## config.mk

```make
export PLATFORM = sky130hd
export DESIGN_NAME = unit_fetch_pc_flat
export DESIGN_NICKNAME = d
export VERILOG_FILES = /design/src/rtl/unit_fetch_pc_if.sv /design/src/rtl/unit_fetch_pc.sv /design/src/flat_wrapper.sv
export SDC_FILE = /design/constraint.sdc
export NUM_CORES = 1
export LEC_CHECK = 0
export CAP_MARGIN = 15
export CORE_AREA = 2 2 118 120
export DETAILED_ROUTE_END_ITERATION = 10
export DIE_AREA = 0 0 120 122
export GPL_TIMING_DRIVEN = 0
export PLACE_DENSITY = 0.86
export SLEW_MARGIN = 5
export SYNTH_ARGS = -nofsm -noshare
export SYNTH_HDL_FRONTEND = slang
export SYNTH_SLANG_ARGS = --single-unit
```

## constraint.sdc

```tcl
create_clock -name i_clock -period 3.6 [get_ports i_clock]
set_clock_uncertainty 0.1 [all_clocks]
set_input_delay 0.54 -clock i_clock [delete_from_list [all_inputs] [get_ports i_clock]]
set_output_delay 0.54 -clock i_clock [all_outputs]
set_load 0.01 [all_outputs]
```

## src/rtl/unit_fetch_pc_if.sv

```systemverilog
// Fetch-stage bus between the PC sequencer, decode, hazard/debug units and instruction memory.
interface unit_fetch_pc_if #(
  parameter int NB_ADDR = 32,
  parameter int NB_INST = 32
);
  logic               i_enable;
  logic               i_stall;
  logic               i_beq;
  logic               i_bne;
  logic               i_is_equal;
  logic [NB_ADDR-1:0] i_branch_address;
  logic               i_jump;
  logic [NB_ADDR-1:0] i_jump_address;
  logic [NB_INST-1:0] i_instr;
  logic [NB_ADDR-1:0] o_pc;
  logic [NB_ADDR-1:0] o_ifid_pc_next;
  logic [NB_INST-1:0] o_ifid_instr;
  logic               o_ifid_valid;
  logic               o_redirect;
  logic               o_halted;
  logic [31:0]        o_cycle_count;

  modport master (
    output i_enable, i_stall, i_beq, i_bne, i_is_equal, i_branch_address,
           i_jump, i_jump_address, i_instr,
    input  o_pc, o_ifid_pc_next, o_ifid_instr, o_ifid_valid, o_redirect,
           o_halted, o_cycle_count
  );

  modport slave (
    input  i_enable, i_stall, i_beq, i_bne, i_is_equal, i_branch_address,
           i_jump, i_jump_address, i_instr,
    output o_pc, o_ifid_pc_next, o_ifid_instr, o_ifid_valid, o_redirect,
           o_halted, o_cycle_count
  );
endinterface

```

## src/rtl/unit_fetch_pc.sv

```systemverilog
// Fetch-stage PC sequencer and IF/ID pipeline register with branch/jump redirect,
// stall, debug enable and HALT detection.
module unit_fetch_pc #(
  parameter int                 NB_ADDR  = 32,
  parameter int                 NB_INST  = 32,
  parameter int                 PC_INC   = 1,
  parameter logic [NB_ADDR-1:0] RESET_PC = 32'h0000_0000,
  parameter logic [NB_INST-1:0] HALT_OP  = 32'hFFFF_FFFF
) (
  input logic            i_clock,
  input logic            i_reset,
  unit_fetch_pc_if.slave bus
);

  typedef enum logic [0:0] {
    ST_RUN    = 1'b0,
    ST_HALTED = 1'b1
  } state_t;

  state_t             state_r, state_next_s;
  logic [NB_ADDR-1:0] pc_r, pc_next_s, pc_inc_s, target_s;
  logic [NB_ADDR-1:0] ifid_pc_r, ifid_pc_next_s;
  logic [NB_INST-1:0] ifid_instr_r, ifid_instr_next_s;
  logic               ifid_valid_r, ifid_valid_next_s;
  logic [31:0]        count_r, count_next_s;
  logic               taken_s, redirect_s;

  // Redirect decision and next-state selection; one branch per edge-priority level
  always_comb begin
    taken_s           = (bus.i_beq & bus.i_is_equal) | (bus.i_bne & ~bus.i_is_equal);
    redirect_s        = ifid_valid_r & ~bus.i_stall & (taken_s | bus.i_jump);
    target_s          = bus.i_jump ? bus.i_jump_address : bus.i_branch_address;
    pc_inc_s          = pc_r + NB_ADDR'(PC_INC);
    state_next_s      = state_r;
    pc_next_s         = pc_r;
    ifid_pc_next_s    = ifid_pc_r;
    ifid_instr_next_s = ifid_instr_r;
    ifid_valid_next_s = ifid_valid_r;
    count_next_s      = count_r;
    if (!bus.i_enable) begin
      state_next_s = state_r;
    end else if (state_r == ST_HALTED) begin
      ifid_instr_next_s = {NB_INST{1'b0}};
      ifid_valid_next_s = 1'b0;
    end else begin
      count_next_s = count_r + 32'd1;
      if (bus.i_stall) begin
        pc_next_s = pc_r;
      end else if (redirect_s) begin
        // Wrong-path fetch (including a HALT) is squashed by the bubble
        pc_next_s         = target_s;
        ifid_instr_next_s = {NB_INST{1'b0}};
        ifid_valid_next_s = 1'b0;
      end else if (bus.i_instr == HALT_OP) begin
        ifid_pc_next_s    = pc_inc_s;
        ifid_instr_next_s = HALT_OP;
        ifid_valid_next_s = 1'b1;
        state_next_s      = ST_HALTED;
      end else begin
        pc_next_s         = pc_inc_s;
        ifid_pc_next_s    = pc_inc_s;
        ifid_instr_next_s = bus.i_instr;
        ifid_valid_next_s = 1'b1;
      end
    end
  end

  // State register: PC, IF/ID, FSM and run counter
  always_ff @(posedge i_clock) begin
    if (i_reset) begin
      state_r      <= ST_RUN;
      pc_r         <= RESET_PC;
      ifid_pc_r    <= {NB_ADDR{1'b0}};
      ifid_instr_r <= {NB_INST{1'b0}};
      ifid_valid_r <= 1'b0;
      count_r      <= 32'd0;
    end else begin
      state_r      <= state_next_s;
      pc_r         <= pc_next_s;
      ifid_pc_r    <= ifid_pc_next_s;
      ifid_instr_r <= ifid_instr_next_s;
      ifid_valid_r <= ifid_valid_next_s;
      count_r      <= count_next_s;
    end
  end

  assign bus.o_pc           = pc_r;
  assign bus.o_ifid_pc_next = ifid_pc_r;
  assign bus.o_ifid_instr   = ifid_instr_r;
  assign bus.o_ifid_valid   = ifid_valid_r;
  assign bus.o_redirect     = redirect_s;
  assign bus.o_halted       = (state_r == ST_HALTED);
  assign bus.o_cycle_count  = count_r;

endmodule

```

## src/flat_wrapper.sv

```systemverilog
// flat-port wrapper written by rule: the top's interface ports become plain ports
module unit_fetch_pc_flat 
#(
  parameter int                 NB_ADDR  = 32,
  parameter int                 NB_INST  = 32,
  parameter int                 PC_INC   = 1,
  parameter logic [NB_ADDR-1:0] RESET_PC = 32'h0000_0000,
  parameter logic [NB_INST-1:0] HALT_OP  = 32'hFFFF_FFFF
)
  (i_clock, i_reset, bus_i_enable, bus_i_stall, bus_i_beq, bus_i_bne, bus_i_is_equal, bus_i_branch_address, bus_i_jump, bus_i_jump_address, bus_i_instr, bus_o_pc, bus_o_ifid_pc_next, bus_o_ifid_instr, bus_o_ifid_valid, bus_o_redirect, bus_o_halted, bus_o_cycle_count);
  unit_fetch_pc_if #(.NB_ADDR(NB_ADDR), .NB_INST(NB_INST)) bus_i ();
  input logic i_clock;
  input logic i_reset;
  input wire logic [$bits(bus_i.i_enable)-1:0] bus_i_enable;
  input wire logic [$bits(bus_i.i_stall)-1:0] bus_i_stall;
  input wire logic [$bits(bus_i.i_beq)-1:0] bus_i_beq;
  input wire logic [$bits(bus_i.i_bne)-1:0] bus_i_bne;
  input wire logic [$bits(bus_i.i_is_equal)-1:0] bus_i_is_equal;
  input wire logic [$bits(bus_i.i_branch_address)-1:0] bus_i_branch_address;
  input wire logic [$bits(bus_i.i_jump)-1:0] bus_i_jump;
  input wire logic [$bits(bus_i.i_jump_address)-1:0] bus_i_jump_address;
  input wire logic [$bits(bus_i.i_instr)-1:0] bus_i_instr;
  output wire logic [$bits(bus_i.o_pc)-1:0] bus_o_pc;
  output wire logic [$bits(bus_i.o_ifid_pc_next)-1:0] bus_o_ifid_pc_next;
  output wire logic [$bits(bus_i.o_ifid_instr)-1:0] bus_o_ifid_instr;
  output wire logic [$bits(bus_i.o_ifid_valid)-1:0] bus_o_ifid_valid;
  output wire logic [$bits(bus_i.o_redirect)-1:0] bus_o_redirect;
  output wire logic [$bits(bus_i.o_halted)-1:0] bus_o_halted;
  output wire logic [$bits(bus_i.o_cycle_count)-1:0] bus_o_cycle_count;
  assign bus_i.i_enable = bus_i_enable;
  assign bus_i.i_stall = bus_i_stall;
  assign bus_i.i_beq = bus_i_beq;
  assign bus_i.i_bne = bus_i_bne;
  assign bus_i.i_is_equal = bus_i_is_equal;
  assign bus_i.i_branch_address = bus_i_branch_address;
  assign bus_i.i_jump = bus_i_jump;
  assign bus_i.i_jump_address = bus_i_jump_address;
  assign bus_i.i_instr = bus_i_instr;
  assign bus_o_pc = bus_i.o_pc;
  assign bus_o_ifid_pc_next = bus_i.o_ifid_pc_next;
  assign bus_o_ifid_instr = bus_i.o_ifid_instr;
  assign bus_o_ifid_valid = bus_i.o_ifid_valid;
  assign bus_o_redirect = bus_i.o_redirect;
  assign bus_o_halted = bus_i.o_halted;
  assign bus_o_cycle_count = bus_i.o_cycle_count;
  unit_fetch_pc #(.NB_ADDR(NB_ADDR), .NB_INST(NB_INST), .PC_INC(PC_INC), .RESET_PC(RESET_PC), .HALT_OP(HALT_OP)) u_core (.i_clock(i_clock), .i_reset(i_reset), .bus(bus_i));
endmodule
```

Word level (Yosys, flattened, before mapping)
Cells that the tools add are included.
{ "totals": {"register_bits": 130, "latchBits": 0, "mem_bits_rw": 0, "mem_bits_ro": 0, "memories": 0} }
{ "classes": {"addsub": 2, "n_mul": 0, "div_mod_pow": 0, "order_cmp": 0, "n_eq_ne": 3, "n_shift": 0, "mux": 14, "bitwise_logic": 10, "reduce_logical": 4} }
{ "ops": {"columns": ["operator", "count"], "rows": [
  ["$mux 32", 7],
  ["$add 32x1->32 const B", 2],
  ["$eq 32x32->1 const B", 1],
  ["$reduce_and 4->1", 2],
  ["$mux 1", 7],
  ["$and 1x1->1", 4],
  ["$not 1->1", 4],
  ["$reduce_and 2->1", 2],
  ["$ne 2x1->1 const B", 1],
  ["$ne 2x2->1 const B", 1],
  ["$or 1x1->1", 2]
]} }

Logic depth before layout (Yosys ltp)
{ "logic_depth": {"word_depth": 8, "depth_mapped": 8, "mapped_depth_nobuf": 6} }

Worst setup path after synthesis
OpenSTA, ideal clock, no wires.
{ "synth_path": {"kind": "register -> register", "startpoint": "register u_core.pc_r[0], in the netlist u_core.bus.o_pc[0]", "endpoint": "register u_core.pc_r[20], in the netlist u_core.bus.o_pc[20]", "t_arrival_ps": 2013, "slack_ps": 1428, "path_stages_with_launch": 8, "n_path_buf": 1, "path_cell_list": "dfxtp_1 -> ha_1 -> and3_1 -> clkbuf_2 -> nand4_2 -> or4_1 -> a211oi_1 -> a31o_1"} }
{ "synth_between": {"elab_chain_cells": 3} }
{ "synth_rtl": {"columns": ["element", "line", "text"], "rows": [
  ["from (decl)", "unit_fetch_pc.sv:21", "logic [NB_ADDR-1:0] pc_r, pc_next_s, pc_inc_s, target_s;"],
  ["from (signal assigned)", "unit_fetch_pc.sv:79", "pc_r <= pc_next_s;"],
  ["$add 32x1->32", "unit_fetch_pc.sv:33", "pc_inc_s = pc_r + NB_ADDR'(PC_INC);"],
  ["$mux 32", "unit_fetch_pc.sv:54", "end else if (bus.i_instr == HALT_OP) begin"],
  ["$mux 32", "unit_fetch_pc.sv:49", "end else if (redirect_s) begin"]
]} }
No other way between the ends. The select of a mux whose other input is x is not followed.
A chain may end at the register's enable or synchronous reset.

Final worst setup path
{ "layout_path": {"startpoint": "input port bus_i_stall", "endpoint": "output port bus_o_redirect"} }
{ "layout_between": {"elab_chain_cells": 3} }
{ "layout_rtl": {"columns": ["element", "line", "text"], "rows": [
  ["from (decl)", "flat_wrapper.sv:15", "input wire logic [$bits(bus_i.i_stall)-1:0] bus_i_stall;"],
  ["$not 1->1", "unit_fetch_pc.sv:31", "redirect_s = ifid_valid_r & ~bus.i_stall & (taken_s | bus.i_jump);"],
  ["$and 1x1->1 (2 in a row)", "unit_fetch_pc.sv:31", null],
  ["to (decl)", "flat_wrapper.sv:27", "output wire logic [$bits(bus_i.o_redirect)-1:0] bus_o_redirect;"]
]} }
No other way between the ends.

==> summary.json <==
{
  "tightestPinTransition_ps": 924,
  "hold_violations": 0,
  "postPlaceCellArea_um2": 9010,
  "timing.critical_path.cells": "clkdlybuf4s50_1 > nor2b_1 > o21ai_4 > inv_2 > buf_1 > clkdlybuf4s50_1",
  "crit_path_top_delay_cell": "sky130_fd_sc_hd__clkdlybuf4s50_1",
  "synth_compound_gate_area_share": 0.162,
  "worst_setup_hold_path_clk_slew_ps": 50,
  "postSynthAreaPerCell_um2": 8.02,
  "max-cap-violations": 0,
  "worst_skew_pair.late_latency_ps": 420,
  "finalWorstPathRequiredPeriod_ps": 3250,
  "grt_setup_unrepaired": "no",
  "pin_count": 235,
  "post_syn_nets": 910,
  "first_global_vias": 6550,
  "synthesis.area_um2": 6440,
  "synth.mux.area_fraction": 0.0464,
  "cts.repair_timing.setup_buffer_count": 0,
  "std_cell_rows": 43,
  "p_sw_frac": 0.240,
  "die_width_um": 120,
  "synth-async-reset-ratio": 0,
  "hold_path.class": "flip-flop to flip-flop",
  "fin_ws_ps": 348,
  "synth_xor_area_frac": 0.0720,
  "groute.layer.met2.usage": 0.491,
  "synth_top_cell_by_area": "sky130_fd_sc_hd__dfxtp_1",
  "synth_seq_area_share": 0.404,
  "drt_pre_antenna_iters": 5,
  "max_clock_freq_mhz": 308,
  "power.share.combinational": 0.124,
  "dp_hpwl_um": 16100,
  "cts_tree": "yes",
  "detailroute.via_count": 7134,
  "share_seq_of_total_power": 0.396,
  "dieArea_um2": 14600,
  "clock_sink_count": 130,
  "worst-path-buf-inv": 4,
  "cp_data_required_time_ps": 2960,
  "yosys_warnings": 0,
  "nature_of_the_critical_path_endpoint": "primary output",
  "synth_cell_types": 52,
  "wl_um": 21900,
  "drive_above_1_share": 0.0607,
  "viasPerCell": 5.71,
  "switchingPower_mw": 0.919,
  "max-vdd-ir-drop_mv": 0.316,
  "largest_net_degree_at_the_start_of_global_routing": 17,
  "cts_root_buf": "sky130_fd_sc_hd__clkbuf_16",
  "synth_cells": 804,
  "antenna_cells_inserted": 0,
  "top_usage_layer": "met2",
  "timing.setup.tns_ps": 0,
  "floorplan.core_area_um2": 13500,
  "instances_no_fill": 1250,
  "cellLeakagePower_nw": 3.29,
  "synth_top_family_by_area": "simple AND/OR/NAND/NOR gates",
  "ant_nets": 0,
  "route.detailed.drc": 0,
  "internal_power_mw": 2.91,
  "cts_max_level": 4,
  "grtUsageMet1": 0.348,
  "place.gp.congestion": 0.936,
  "critical-path-top-delay-family": "buffers and inverters",
  "setup_violations": 0,
  "place.detailed.instances": 1218,
  "detailedRoute.firstIterationViolations": 747,
  "wl_per_cell_um": 17.5,
  "postLayoutCellArea_um2": 9640,
  "p_clk_frac": 0.480,
  "post-place-ws_ps": 381,
  "layout-area-overhead-vs-synth_pct": 49.6,
  "critPathMaxFanout": 10,
  "result_of_the_run": "complete, no violations",
  "path_common_cell": "sky130_fd_sc_hd__clkdlybuf4s50_1",
  "synth-adder-area-share": 0.00388,
  "tightest_slew_margin_relative_to_the_limit": 0.384,
  "yosys_most_used_dff": "sky130_fd_sc_hd__dfxtp_1",
  "grt_overflow_total": 0,
  "synth_simple_gate_area_share": 0.265,
  "grtUsageMet3": 0.0688,
  "synth_seq_cells": 130,
  "groute.usage.overall": 0.289,
  "cts.path.max_buffers": 2,
  "top_cell_type_s_share_of_synthesized_area": 0.404,
  "grt_first_pass_wirelength_um": 33200,
  "initial_utilization": 0.477,
  "worst-endpoint-arrival_ps": 2610,
  "post_cts_hold_buffer_count": 0,
  "pwr_per_cell_area_nw_per_um2": 397,
  "port_buffers": 234,
  "post_synth_main_area_contributors": "sky130_fd_sc_hd__dfxtp_1, sky130_fd_sc_hd__nand2_1, sky130_fd_sc_hd__nor2_1",
  "crit_type": "input pin to primary output",
  "slew_violations": 0,
  "critical_path.startpoint_type": "input pin",
  "final_min_period_over_clock_period": 0.903,
  "chipHeight_um": 122,
  "grt_antenna_before_repair": 0,
  "layout.nets": 1163,
  "post_cts_resize_count": 0,
  "cts-buffers-inserted": 17,
  "synth_enable_flop_cells": 0,
  "max_stage_delay_ps": 670
}
[layer usage]
layer,up-vias,wire (um)
met5,-,0
met4,0,777
met3,68,1900
met2,431,10900
met1,3268,8370
li1,3367,-
[power by group through the flow]
stage	logic (mW)	registers, mW	clock network [mW]
finish	0.474	1.52	1.84
floorplan	0.167	1.57	0
detailed placement	0.467	1.55	0
global placement	0.463	1.55	0
CTS	0.471	1.52	1.85
global route	0.505	1.52	1.91
[cell usage in the layout, fill, tap and decap left out, types with 14 or more instances in the layout]
cell,netlist,routed
sky130_fd_sc_hd__a211oi_1,32,32
sky130_fd_sc_hd__a21oi_1,64,64
sky130_fd_sc_hd__buf_2,18,18
sky130_fd_sc_hd__clkbuf_1,39,40
sky130_fd_sc_hd__clkbuf_16,0,17
sky130_fd_sc_hd__clkdlybuf4s50_1,0,234
sky130_fd_sc_hd__dfxtp_1,130,130
sky130_fd_sc_hd__mux2i_1,25,25
sky130_fd_sc_hd__nand2_1,94,94
sky130_fd_sc_hd__nand3_1,25,25
sky130_fd_sc_hd__nand4_1,25,25
sky130_fd_sc_hd__nor2_1,94,94
sky130_fd_sc_hd__nor3_1,38,38
sky130_fd_sc_hd__nor4_1,23,23
sky130_fd_sc_hd__o21ai_0,39,39
sky130_fd_sc_hd__xnor2_1,39,39
sky130_fd_sc_hd__xor2_1,14,14
[final cells by class]
cell class	instances	area, um2
Fill cell	1076	3860
Multi-Input combinational cell	600	3540
Sequential cell	130	2600
Timing Repair Buffer	234	2340
Clock buffer	19	443
Buffer	62	256
Tap cell	180	225
Clock inverter	13	184
Inverter	12	45.0
[path summary, 6_finish.rpt]
kind / from / to / slack (ps) / depth (start not counted)
max reg2reg: u_core.bus.o_pc[0]$_SDFFE_PP0P_ / u_core.bus.o_pc[20]$_SDFFE_PP0P_ / 1030 / 7
max: bus_i_stall / bus_o_redirect / 350 / 6
min reg2reg: u_core.bus.o_ifid_instr[19]$_SDFFE_PP0P_ / u_core.bus.o_ifid_instr[19]$_SDFFE_PP0P_ / 350 / 2
min: u_core.bus.o_ifid_instr[19]$_SDFFE_PP0P_ / u_core.bus.o_ifid_instr[19]$_SDFFE_PP0P_ / 350 / 2
[sequential cells by signal, summed over array words and instances (netlist names)]
signal	flops
u_core.bus.o_halted	1
u_core.bus.o_ifid_pc_next	32
u_core.bus.o_cycle_count	32
u_core.bus.o_ifid_valid	1
u_core.bus.o_ifid_instr	32
u_core.bus.o_pc	32
[cell usage after synthesis (2+ instances only)]
cell and number:
sky130_fd_sc_hd__a21oi_1 64, sky130_fd_sc_hd__nor4_1 23, sky130_fd_sc_hd__o21ai_0 39, sky130_fd_sc_hd__o41ai_1 4, sky130_fd_sc_hd__o32ai_1 3, sky130_fd_sc_hd__ha_1 2, sky130_fd_sc_hd__buf_1 4, sky130_fd_sc_hd__a31oi_1 8
sky130_fd_sc_hd__xor2_1 14, sky130_fd_sc_hd__a211o_1 2, sky130_fd_sc_hd__or3_1 2, sky130_fd_sc_hd__inv_1 11, sky130_fd_sc_hd__nand2_1 94, sky130_fd_sc_hd__mux2i_1 25, sky130_fd_sc_hd__mux2_2 3, sky130_fd_sc_hd__nor2b_1 9
sky130_fd_sc_hd__nand3_1 25, sky130_fd_sc_hd__and3_1 8, sky130_fd_sc_hd__nand3b_1 2, sky130_fd_sc_hd__and2_1 4, sky130_fd_sc_hd__o31a_1 3, sky130_fd_sc_hd__nor4_4 2, sky130_fd_sc_hd__buf_2 18, sky130_fd_sc_hd__xnor2_1 39
sky130_fd_sc_hd__nor3_1 38, sky130_fd_sc_hd__nand4_2 2, sky130_fd_sc_hd__clkbuf_1 39, sky130_fd_sc_hd__and4_1 9, sky130_fd_sc_hd__nor2_1 94, sky130_fd_sc_hd__nand4_1 25, sky130_fd_sc_hd__a211oi_1 32, sky130_fd_sc_hd__dfxtp_1 130
sky130_fd_sc_hd__o21a_1 8
[worst min-delay path: cells and delay by family, from the launching register on]
family             cells  cell delay (ps)
DFF                    1              300
and+or+nand+nor        1               50
AOI/OAI and AO/OA      1               50
[metrics by stage]
step	util	total power [mW]	hold WS, ps
after global routing	0.714	3.94	369
after floorplan	-	1.73	381
after CTS	0.714	3.83	355
after detailed placement	0.667	2.02	347
final	0.714	3.83	352
after global placement	0.667	2.01	341
[cell families (layout without fill, tap and decap cells)]
family | count (synthesis) | in the layout
adder cells (fa/ha/maj) | 2 | 2
buffers and inverters | 74 | 340
multiplexers | 29 | 29
AND/OR/NAND/NOR | 345 | 345
AO/OA/AOI/OAI | 171 | 171
flip-flops | 130 | 130
XOR/XNOR | 53 | 53
Note: power is estimated with default switching activity, not from simulation.
